<file path="config.mk">
export PLATFORM = sky130hd
export DESIGN_NAME = apb_master_mc
export DESIGN_NICKNAME = d
export VERILOG_FILES = /design/src/rtl/apb_pkg.sv /design/src/rtl/apb_addr_decoder.sv /design/src/rtl/apb_master_mc.sv
export SDC_FILE = /design/constraint.sdc
export NUM_CORES = 1
export LEC_CHECK = 0
export CAP_MARGIN = 40
export CORE_AREA = 10 10 146 148
export CTS_BUF_LIST = sky130_fd_sc_hd__clkbuf_2 sky130_fd_sc_hd__clkbuf_4 sky130_fd_sc_hd__clkbuf_8
export DETAILED_ROUTE_END_ITERATION = 6
export DIE_AREA = 0 0 156 158
export PLACE_DENSITY = 0.83
export SYNTH_ARGS = -nofsm -noshare
export SYNTH_HDL_FRONTEND = slang
export SYNTH_HIERARCHICAL = 1
export SYNTH_SLANG_ARGS = --single-unit
export TNS_END_PERCENT = 1
</file>
<file path="constraint.sdc">
create_clock -name clk -period 3.6 [get_ports clk]
set_input_delay 0.72 -clock clk [delete_from_list [all_inputs] [get_ports clk]]
set_output_delay 0.72 -clock clk [all_outputs]
set_load 0.02 [all_outputs]
</file>
<file path="src/rtl/apb_pkg.sv">
// Shared types and width helpers for the APB master and its address decoder.
package apb_pkg;

  typedef enum logic [1:0] {
    IDLE   = 2'd0,
    SETUP  = 2'd1,
    ACCESS = 2'd2,
    RESP   = 2'd3
  } apb_mst_state_t;

  // Slave index width, never narrower than one bit.
  function automatic int idxWidth(input int numSlv);
    return (numSlv > 1) ? $clog2(numSlv) : 1;
  endfunction

  // Wait-counter width able to hold TIMEOUT; one bit when the timeout is disabled.
  function automatic int cntWidth(input int timeout);
    return (timeout > 0) ? $clog2(timeout + 1) : 1;
  endfunction

endpackage

</file>
<file path="src/rtl/apb_addr_decoder.sv">
// Maps a byte address to a slave index; addresses above the last region raise decErr.
module apb_addr_decoder
  import apb_pkg::*;
#(
  parameter int ADDR_W   = 32,
  parameter int REGION_W = 12,
  parameter int NUM_SLV  = 4,
  parameter int IDX_W    = idxWidth(NUM_SLV)
) (
  input  logic [ADDR_W-1:0] addr,
  output logic [IDX_W-1:0]  slvIdx,
  output logic              decErr
);

  logic [ADDR_W-1:0] region;

  always_comb begin
    region = addr >> REGION_W;
    slvIdx = region[IDX_W-1:0];
    decErr = (region >= ADDR_W'(NUM_SLV));
  end

endmodule

</file>
<file path="src/rtl/apb_master_mc.sv">
// APB4 master: valid/ready command in, one APB transfer per command, registered response out.
module apb_master_mc
  import apb_pkg::*;
#(
  parameter int DATA_W   = 32,
  parameter int ADDR_W   = 32,
  parameter int NUM_SLV  = 4,
  parameter int REGION_W = 12,
  parameter int TIMEOUT  = 16
) (
  input  logic                      clk,
  input  logic                      rst,
  input  logic                      req_valid,
  output logic                      req_ready,
  input  logic                      req_write,
  input  logic [ADDR_W-1:0]         req_addr,
  input  logic [DATA_W-1:0]         req_wdata,
  input  logic [DATA_W/8-1:0]       req_strb,
  input  logic [2:0]                req_prot,
  output logic                      rsp_valid,
  input  logic                      rsp_ready,
  output logic [DATA_W-1:0]         rsp_rdata,
  output logic                      rsp_err,
  output logic                      rsp_timeout,
  output logic [NUM_SLV-1:0]        psel,
  output logic                      penable,
  output logic                      pwrite,
  output logic [ADDR_W-1:0]         paddr,
  output logic [DATA_W-1:0]         pwdata,
  output logic [DATA_W/8-1:0]       pstrb,
  output logic [2:0]                pprot,
  input  logic [NUM_SLV*DATA_W-1:0] prdata,
  input  logic [NUM_SLV-1:0]        pready,
  input  logic [NUM_SLV-1:0]        pslverr
);

  localparam int STRB_W = DATA_W / 8;
  localparam int IDX_W  = idxWidth(NUM_SLV);
  localparam int CNT_W  = cntWidth(TIMEOUT);

  apb_mst_state_t state, stateNext;

  logic              accept;
  logic              cmdPend_p0;
  logic              cmdWrite_p0;
  logic [ADDR_W-1:0] cmdAddr_p0;
  logic [DATA_W-1:0] cmdWdata_p0;
  logic [STRB_W-1:0] cmdStrb_p0;
  logic [2:0]        cmdProt_p0;
  logic [IDX_W-1:0]  cmdIdx_p0;
  logic              cmdDecErr_p0;

  logic [IDX_W-1:0]  decIdx;
  logic              decErr;
  logic [CNT_W-1:0]  waitCnt;
  logic              slvReady;
  logic              slvErr;
  logic [DATA_W-1:0] slvRdata;
  logic              toHit;

  apb_addr_decoder #(
    .ADDR_W  (ADDR_W),
    .REGION_W(REGION_W),
    .NUM_SLV (NUM_SLV),
    .IDX_W   (IDX_W)
  ) uDecoder (
    .addr  (req_addr),
    .slvIdx(decIdx),
    .decErr(decErr)
  );

  // A command sits one cycle in the pending register while its decode settles.
  assign req_ready = (state == IDLE) && !cmdPend_p0;
  assign accept    = req_ready && req_valid;

  always_comb begin
    slvReady = pready[cmdIdx_p0];
    slvErr   = pslverr[cmdIdx_p0];
    slvRdata = prdata[int'(cmdIdx_p0) * DATA_W +: DATA_W];
    toHit    = (TIMEOUT != 0) && (waitCnt == CNT_W'(TIMEOUT - 1));
  end

  always_comb begin
    stateNext = state;
    case (state)
      IDLE:    if (cmdPend_p0) stateNext = cmdDecErr_p0 ? RESP : SETUP;
      SETUP:   stateNext = ACCESS;
      ACCESS:  if (slvReady || toHit) stateNext = RESP;
      RESP:    if (rsp_ready) stateNext = IDLE;
      default: stateNext = IDLE;
    endcase
  end

  always_ff @(posedge clk or negedge rst) begin
    if (!rst) state <= IDLE;
    else      state <= stateNext;
  end

  // Stage p0: command capture (data only, no reset needed)
  always_ff @(posedge clk) begin
    if (accept) begin
      cmdWrite_p0  <= req_write;
      cmdAddr_p0   <= req_addr;
      cmdWdata_p0  <= req_write ? req_wdata : '0;
      cmdStrb_p0   <= req_write ? req_strb : '0;
      cmdProt_p0   <= req_prot;
      cmdIdx_p0    <= decIdx;
      cmdDecErr_p0 <= decErr;
    end
  end

  // Stage p1: APB drive and response registers
  always_ff @(posedge clk or negedge rst) begin
    if (!rst) begin
      cmdPend_p0  <= 1'b0;
      waitCnt     <= '0;
      psel        <= '0;
      penable     <= 1'b0;
      pwrite      <= 1'b0;
      paddr       <= '0;
      pwdata      <= '0;
      pstrb       <= '0;
      pprot       <= '0;
      rsp_valid   <= 1'b0;
      rsp_rdata   <= '0;
      rsp_err     <= 1'b0;
      rsp_timeout <= 1'b0;
    end else begin
      cmdPend_p0 <= accept;
      case (state)
        IDLE: begin
          if (cmdPend_p0 && cmdDecErr_p0) begin
            rsp_valid   <= 1'b1;
            rsp_rdata   <= '0;
            rsp_err     <= 1'b1;
            rsp_timeout <= 1'b0;
          end else if (cmdPend_p0) begin
            psel    <= NUM_SLV'(1) << cmdIdx_p0;
            penable <= 1'b0;
            pwrite  <= cmdWrite_p0;
            paddr   <= cmdAddr_p0;
            pwdata  <= cmdWdata_p0;
            pstrb   <= cmdStrb_p0;
            pprot   <= cmdProt_p0;
            waitCnt <= '0;
          end
        end
        SETUP: penable <= 1'b1;
        ACCESS: begin
          if (slvReady) begin
            psel        <= '0;
            penable     <= 1'b0;
            rsp_valid   <= 1'b1;
            rsp_rdata   <= (!cmdWrite_p0 && !slvErr) ? slvRdata : '0;
            rsp_err     <= slvErr;
            rsp_timeout <= 1'b0;
          end else if (toHit) begin
            psel        <= '0;
            penable     <= 1'b0;
            rsp_valid   <= 1'b1;
            rsp_rdata   <= '0;
            rsp_err     <= 1'b1;
            rsp_timeout <= 1'b1;
          end else if (waitCnt != '1) begin
            waitCnt <= waitCnt + 1'b1;
          end
        end
        RESP: if (rsp_ready) rsp_valid <= 1'b0;
        default: ;
      endcase
    end
  end

endmodule

</file>
# Word-level counts from Yosys, hierarchy flattened
# Index checks and enable logic that the tools add are counted.
[classes]
addsub = 1
n_lt_le_gt_ge = 2
n_eq_ne = 14
shifts = 2
n_mux = 40
n_bitwise = 1
n_reduce_logical = 19
[op_table]
columns = ["op", "count"]
rows = [
  ["2-to-1 mux 32 bit", 4],
  ["indexed part select 128 x 8 -> 32 bit", 1],
  ["case mux 32 bit (2 select lines)", 1],
  ["2-to-1 mux 5 bit", 5],
  [">= comparator 20 x 3 -> 1 bit (second input constant)", 1],
  ["2-to-1 mux 4 bit", 4],
  ["!= test 2 bit (second input constant)", 7],
  ["2-to-1 mux 1 bit", 13],
  ["AND reduction 4 bit", 3],
  ["case mux 5 bit (2 select lines)", 1],
  ["AND reduction 3 bit", 3],
  ["2-to-1 mux 2 bit", 4],
  ["case mux 2 bit (4 select lines)", 1],
  ["case mux 4 bit (2 select lines)", 1],
  ["case mux 1 bit (3 select lines)", 2],
  ["AND reduction 6 bit", 1],
  ["nonzero test 3 bit", 2],
  ["adder 5 x 1 -> 5 bit (second input constant)", 1],
  ["equality test 5 x 4 -> 1 bit (second input constant)", 1],
  ["!= test 5 bit (second input constant)", 1],
  ["binary-select mux 1 bit (select 2 bit)", 2],
  ["equality test 2 bit (second input constant)", 2],
  ["logical AND 1 bit", 4],
  ["case mux 1 bit (2 select lines)", 2],
  ["10 further kinds", 12],
]
[word_totals]
ff_bits = 195
input_bits = 212
output_inout_bits = 113

# Longest topological paths before layout
# Gate-level depths: netlist (run 1).
[depth]
depth_word = 7
mapped_depth = 9

# Cells and area by module
# Netlist (run 1), hierarchy kept.
[modules_own_cells]
columns = ["module", "n_inst", "cells_per_inst", "area_each_um2", "seq_area_each_um2"]
rows = [
  ["apb_master_mc", 1, 502, 8121.5, 5255.0],
  ["apb_addr_decoder", 1, 8, 53.8, 0.0],
]

# Worst setup path before layout (run 1)
# OpenSTA, ideal clock, no wires.
[synth_path]
kind = "register -> register"
start = "register state[0]"
end = "register cmdAddr_p0[0] (enable)"
setup_time_ns = 0.442
arrival_ns = 3.028
slack_ns = 0.130
stages_incl_launch_ff = 6
n_path_buf = 0
cell_sequence = "dfrtp_1 > inv_1 > ha_1 > inv_1 > nor2_1 > and2_1"
[synth_between]
elab_chain_cells = 3
[synth_lines]
columns = ["item", "line_no", "source"]
rows = [
  ["start, declared", "apb_master_mc.sv:41", "apb_mst_state_t state, stateNext;"],
  ["start signal, assigned", "apb_master_mc.sv:96", "else state <= stateNext;"],
  ["logical NOT 2 bit", "apb_master_mc.sv:73", "assign req_ready = (state == IDLE) && !cmdPend_p0;"],
  ["logical AND 1 bit", "apb_master_mc.sv:73", ""],
  ["net req_ready", "apb_master_mc.sv:14", "output logic req_ready,"],
  ["logical AND 1 bit", "apb_master_mc.sv:74", "assign accept = req_ready && req_valid;"],
  ["net accept", "apb_master_mc.sv:43", "logic accept;"],
  ["end signal, assigned", "apb_master_mc.sv:103", "cmdAddr_p0 <= req_addr;"],
  ["end, declared", "apb_master_mc.sv:46", "logic [ADDR_W-1:0] cmdAddr_p0;"],
]
# The timed path passes the listed nets, and every way through them passes these cells.
# A chain may end at the register's enable or synchronous reset.

# Final worst setup path (run 1)
[layout_path]
start = "register state[0]"
end = "output req_ready"
[layout_between]
elab_chain_cells = 2
[layout_lines]
columns = ["item", "line_no"]
rows = [
  ["logical NOT 2 bit", "apb_master_mc.sv:73"],
  ["logical AND 1 bit", "apb_master_mc.sv:73"],
  ["end, declared", "apb_master_mc.sv:14"],
]
# No other way between the ends.

==> flow_summary_export.csv, run 1 <==
group,metric,value,unit
die,io_pins,325,
timing,relSlewSlack,47.4,%
pwr,internal_power,5.13,mW
die,core,0.0185,mm2
setup_path,rrSetupSlack,1.10,ns
clock_network,cts_made_buffers,17,
pwr,power.share.switching,34.4,%
routing,wl_per_cell,22.4,um
timing,finalHoldViolations,0,
timing,fmax,328,MHz
setup_path,r2r-start,"state[0]$_DFFE_PN0P_",
setup_path,critPathMostFrequentCell,"inv_1",
die,die_y,158,um
global_route,grt_pass1_vias,5982,
global_route,antenna_found_initial,4,
synth,syn-num-nets,730,
placement,gp_congestion,0.891,
clock_network,cts_tree,"done",
clock_network,root_buffer,"clkbuf_8",
clock_network,cts_resized,0,
routing,firstDrtPassIters,4,
routing,ant_nets,0,
timing,setup-tns-final,0,ns
setup_path,cp.required,2.88,ns
global_route,overflow,0,
die,initial_utilization,44.3,%
clock_network,clkLatencyLatePin,0.46,ns
routing,wirelength,24.3,mm
status,outcome,"complete, no violations",
clock_network,clk_pin_slew_worst_paths,0.11,ns
setup_path,worst-path-buf-inv,3,
synth,yosysWarnings,6,
synth,syn_area,0.00818,mm2
setup_path,slowest_stage,"clkdlybuf4s50_1",
die,die_w,156,um
layout,layout.nets,1054,
pwr,leakage,4.96,nW
setup_path,critPathTopFamily,"buffers and inverters",
setup_path,path_cells,"inv_1 -> ha_1 -> inv_1 -> nor2_1 -> clkdlybuf4s50_1",
clock_network,cts_setup_buffers,0,
placement,dp_hpwl,18.8,mm
synth,synth_cells,510,
setup_path,criticalPathCategory,"reg -> out",
synth,ys_ff_latch,195,
placement,port_buffers,324,
synth,synthTopCellsByArea,"dfrtp_1, edfxtp_1, mux2_2, mux4_2, o2bb2ai_1",
min_path,hold_path_class,"reg -> reg",
layout,fin_util,65.4,%
setup_path,critPathLaunchType,"flip-flop",
min_path,min_from,"cmdAddr_p0[12]$_DFFE_PP_",
setup_path,ff2ff_path_depth,6,
clock_network,clkSinkCount,195,
pwr,peakVddDrop,0.416,mV
pwr,p_seq_share,42.1,%
synth,syn_area_per_cell,16.0,um2
setup_path,r2r_end,"rsp_err$_DFFE_PN0P_",
job,drv_cap,0,
layout,syn2layout_area_growth,47.7,%
setup_path,max_stage_delay,0.67,ns
timing,grt_setup_unrepaired,"false",
timing,final-max-slew-violation-count,0,
setup_path,crit_fanout,6,
placement,place_area,0.0117,mm2
clock_network,hold_buffers,0,
timing,min_period,3.05,ns
setup_path,critPathCaptureType,"output pin",
layout,drive_gt1_share,18.1,%
pwr,powerDensity,648,mW/mm2
synth,ys_types,42,
synth,yosys.area.top_type,"dfrtp_1",
routing,vias,5546,
timing,skew,0.0199,ns
clock_network,clockBufferDepth,2,
min_path,hold_depth,1,
routing,drc,0,
global_route,grt_usage,19.5,%
global_route,grt_pass1_wl,36.3,mm
timing,timing_worst_slew_pin_value,0.790,ns
min_path,min_to,"paddr[12]$_DFFE_PN0P_",
timing,fin_crit_sh,84.6,%
layout,fin_area,0.0121,mm2
setup_path,critPathArrivalTime,2.33,ns
routing,via_per_inst,5.11,
pwr,p_switching,2.69,mW
global_route,grt_max_degree,77,
synth,seq_area_frac_synth,64.3,%
timing,finalSetupViolCount,0,
pwr,combPwrFrac,40.1,%
pwr,p_total,7.82,mW
die,dieArea,0.0246,mm2
clock_network,htreeDepth,4,
synth,synth_top_area_share,36.7,%
routing,drtIter0Drc,256,
die,num_rows,50,
pwr,clockPowerShare,17.8,%
logic make-up (layout without fill, tap and decap cells):
family | Yosys count | count (layout) | share of synthesized area [%]
AO/OA/AOI/OAI | 53 | 53 | 5.25
XOR/XNOR | 1 | 1 | 0.107
adder cells (fa/ha/maj) | 8 | 8 | 1.22
buffers and inverters | 70 | 407 | 3.72
flip-flops | 195 | 195 | 64.3
multiplexers | 111 | 111 | 19.9
other | 0 | 4 | 0
AND/OR/NAND/NOR | 72 | 72 | 5.48
cells in the final DEF, fill, tap and decap left out, types with 5 or more instances in the layout:
| cell | synthesis | final |
|---|---|---|
| o2bb2ai_1 | 33 | 33 |
| inv_1 | 41 | 41 |
| and2_1 | 37 | 36 |
| edfxtp_1 | 75 | 75 |
| dfrtp_1 | 120 | 120 |
| mux2_2 | 73 | 73 |
| clkdlybuf4s50_1 | 0 | 323 |
| a21oi_1 | 5 | 5 |
| buf_4 | 2 | 7 |
| inv_6 | 0 | 5 |
| mux4_2 | 34 | 34 |
| ha_1 | 8 | 8 |
| clkbuf_8 | 0 | 17 |
stage by stage:
step / hold slack, ns / std cells / setup slack, ns
2_1_floorplan: 0.424 / 510 / 0.130
3_3_place_gp: 0.457 / 1046 / 0.648
3_5_place_dp: 0.464 / 1048 / 0.587
4_1_cts: 0.00149 / 1080 / 0.542
5_1_grt: 0.502 / 1085 / 0.422
6_report: 0.480 / 1085 / 0.553
layout make-up:
cell class / instances / area [um2]
diodes: 4 / 10.0
clock buffers: 18 / 241
clock inverters: 14 / 148
fillers: 1363 / 6380
inverters: 41 / 154
multi-input cells: 245 / 2620
flip-flops and latches: 195 / 5260
well taps: 234 / 293
repair buffers: 334 / 3360
cells in the mapped netlist, drive strengths merged:
cell type and instances:
buf 10, nand4b 1, nor4b 1, a221o 1, nor2 3, or3 1, nor4 3, and2 37
nand2 5, o21a 1, mux2 75, edfxtp 75, xnor2 1, inv 41, ha 8, mux2i 2
clkbuf 19, nand2b 1, a21boi 1, o2bb2ai 33, nor2b 4, a21oi 5, a41o 1, o21bai 1
and3 2, dfrtp 120, a22o 3, or2 1, nand3b 2, o41ai 3, nor3 5, nand3 4
mux4 34, o21ai 4, or4 2
worst max-delay path by stage:
stage                         start                 endpoint  slack, ns  depth (start not counted)
2_1_floorplan  state[0]$_DFFE_PN0P_  cmdAddr_p0[0]$_DFFE_PP_       0.13                          5
3_3_place_gp              pready[3]      rsp_err$_DFFE_PN0P_       0.65                          5
3_5_place_dp              pready[3]      rsp_err$_DFFE_PN0P_       0.59                          5
4_1_cts        state[0]$_DFFE_PN0P_                req_ready       0.54                          5
5_1_grt        state[1]$_DFFE_PN0P_                req_ready       0.42                          5
6_report       state[0]$_DFFE_PN0P_                req_ready       0.55                          5
worst reg2reg max path, stage by stage (launching register included):
cell and delay, ns:
dfrtp_1 0.44, inv_1 0.12, ha_1 0.36, inv_1 0.22, or3_1 0.54, nand2_4 0.35
mux2_1 0.36
per-layer routing:
| metal | GRT usage, % | share of wire [%] |
|---|---|---|
| met5 | 0 | 0 |
| met1 | 21.4 | 37 |
| met4 | 6.70 | 2.2 |
| met2 | 32.5 | 49 |
| met3 | 9.44 | 12 |
power by group through the flow:
stage	Combinational [mW]	Sequential [mW]	Clock (mW)
after floorplan	1.07	3.87	0
after CTS	3.19	3.31	1.43
after global routing	3.34	3.38	1.53
final	3.13	3.30	1.39
after global placement	3.12	3.31	0
after detailed placement	3.17	3.34	0
registers in the layout, summed over array words and instances, names as in the netlist, 2 cells and up:
signal,cells
cmdStrb_p0,4
rsp_rdata,32
waitCnt,5
cmdProt_p0,3
paddr,32
psel,4
cmdWdata_p0,32
pstrb,4
cmdAddr_p0,32
cmdIdx_p0,2
state,2
pwdata,32
pprot,3
(Power assumes the default switching activity.)
==> inputs of run 2 (changes only) <==
- clock period: 3.6 -> 3 ns (I/O delays scaled with it)
==> run 2 against run 1 <==
Net effect: flip-flop and latch count is the same; sequential share of layout area shrank 0.18 points; sequential power grew 20%; cell area grew 0.40%; power grew 22%; combinational power grew 22%; via count grew 0.63%; non-clock buffer count grew 3; highest routed layer unchanged; clock power grew 27%; register-to-register slack lost 0.31 ns; wire length grew 0.31%; largest cell class unchanged.
==> flow_summary_export.csv, run 2 (synthesis results as in run 1) <==
group,metric,value,unit
routing,via_per_inst,5.15,
layout,final_cell_mix,"clkdlybuf4s50_1, dfrtp_1, edfxtp_1",
clock_network,cts_made_buffers,17,
setup_path,critPathCaptureType,"output pin",
global_route,overflow,0,
clock_network,clkLatencyLatePin,0.47,ns
setup_path,critPathArrivalTime,2.28,ns
clock_network,clkSinkCount,195,
die,die_y,158,um
setup_path,criticalPathCategory,"reg -> out",
routing,wirelength,24.3,mm
routing,firstDrtPassIters,4,
status,outcome,"complete, no violations",
timing,setup-tns-final,0,ns
die,dieArea,0.0246,mm2
layout,drive_gt1_share,18.5,%
global_route,grt_pass1_wl,36.3,mm
timing,grt_setup_unrepaired,"false",
clock_network,cts_setup_buffers,0,
clock_network,htreeDepth,4,
clock_network,cts_tree,"done",
die,core,0.0185,mm2
timing,fmax,347,MHz
die,io_pins,325,
layout,n_fill_cell,1379,
timing,fin_crit_sh,96.1,%
placement,port_buffers,324,
pwr,peakVddDrop,0.581,mV
setup_path,crit_fanout,6,
placement,dp_hpwl,19.1,mm
die,die_w,156,um
timing,min_period,2.88,ns
timing,finalSetupViolCount,0,
clock_network,cts_resized,0,
die,initial_utilization,44.3,%
timing,relSlewSlack,50.5,%
global_route,grt_usage,19.5,%
routing,drtIter0Drc,298,
layout,antenna_cells,0,
routing,drc,0,
placement,gp_congestion,0.898,
pwr,powerDensity,787,mW/mm2
clock_network,clk_pin_slew_worst_paths,0.10,ns
global_route,antenna_found_initial,0,
clock_network,hold_buffers,0,
setup_path,cp.required,2.40,ns
layout,syn2layout_area_growth,48.3,%
die,num_rows,50,
global_route,grt_max_degree,56,
routing,wl_per_cell,22.5,um
timing,final-max-slew-violation-count,0,
pwr,leakage,4.99,nW
min_path,hold_path_class,"in -> async",
global_route,grt_pass1_vias,6073,
clock_network,clockBufferDepth,2,
timing,timing_worst_slew_pin_value,0.743,ns
routing,vias,5581,
timing,finalHoldViolations,0,
clock_network,root_buffer,"clkbuf_8",
timing,skew,0.0151,ns
routing,ant_nets,0,
job,drv_cap,0,
layout,layout.nets,1057,
layout,layout.cells.most_common,"clkdlybuf4s50_1",
setup_path,critPathLaunchType,"flip-flop",
pwr,p_total,9.54,mW
## run 2: cell types whose count changed in the layout (fill, tap and decap cells not counted), moves of 2 or more
cell,before,now
buf_12,1,4
buf_4,7,10
clkinv_2,3,0
clkinv_8,2,0
diode_2,4,0
inv_6,5,3
inv_8,1,4
## run 2: metal layers
metal	vias to the layer above	share of wire, %	wire, um	global-route usage [%]
met5	-	0	0	0
met4	0	3.2	775	8.50
met3	40	11	2570	8.52
met2	276	50	12100	32.6
met1	2725	36	8880	21.2
li1	2540	-	-	-
## run 2: cell type report
type | count | area (um2) | share of cell area, %
inverters | 41 | 154 | 1.27
well taps | 234 | 293 | 2.41
clock inverters | 13 | 163 | 1.34
flip-flops and latches | 195 | 5260 | 43.3
clock buffers | 19 | 255 | 2.10
multi-input cells | 245 | 2620 | 21.6
repair buffers | 337 | 3390 | 27.9
## run 2: final timing paths
check                      depth (start not counted)                          start                      to  slack [ns]
max                                                5           state[0]$_DFFE_PN0P_               req_ready        0.12
max reg2reg                                        6           state[0]$_DFFE_PN0P_  cmdIdx_p0[1]$_DFFE_PP_        0.79
min in group clk                                   1  cmdWdata_p0[19]$_SDFFCE_PN0P_  pwdata[19]$_DFFE_PN0P_        0.47
min reg2reg                                        1  cmdWdata_p0[19]$_SDFFCE_PN0P_  pwdata[19]$_DFFE_PN0P_        0.47
max in group asynchronous                          2                            rst    state[0]$_DFFE_PN0P_        2.33
min                                                1                            rst  pwdata[11]$_DFFE_PN0P_        0.05
## run 2: critical path: stages (launching register included)
cell and delay, ns:
dfrtp_1 0.42, inv_1 0.11, ha_1 0.29, inv_1 0.11, nor2_1 0.23, clkdlybuf4s50_1 0.66
## run 2: report_power, final
group,leakage (nW),switching [mW],internal (mW)
registers,2.29,0.374,3.57
logic,2.49,1.89,1.94
clock network,0.205,0.963,0.803
## run 2: stage by stage
step                worst slack (ns)  hold WS [ns]  cells  utilization [%]  cell area, um2
finish                         0.116        0.0534   1084             65.7           12100
global route                  0.0117        0.0462   1084             65.7           12100
CTS                           0.0692        0.0422   1084             65.7           12100
detailed placement             0.373         0.465   1052             63.4           11700
global placement               0.414         0.456   1052             63.4           11700
floorplan                      0.341         0.304    510                -            8180
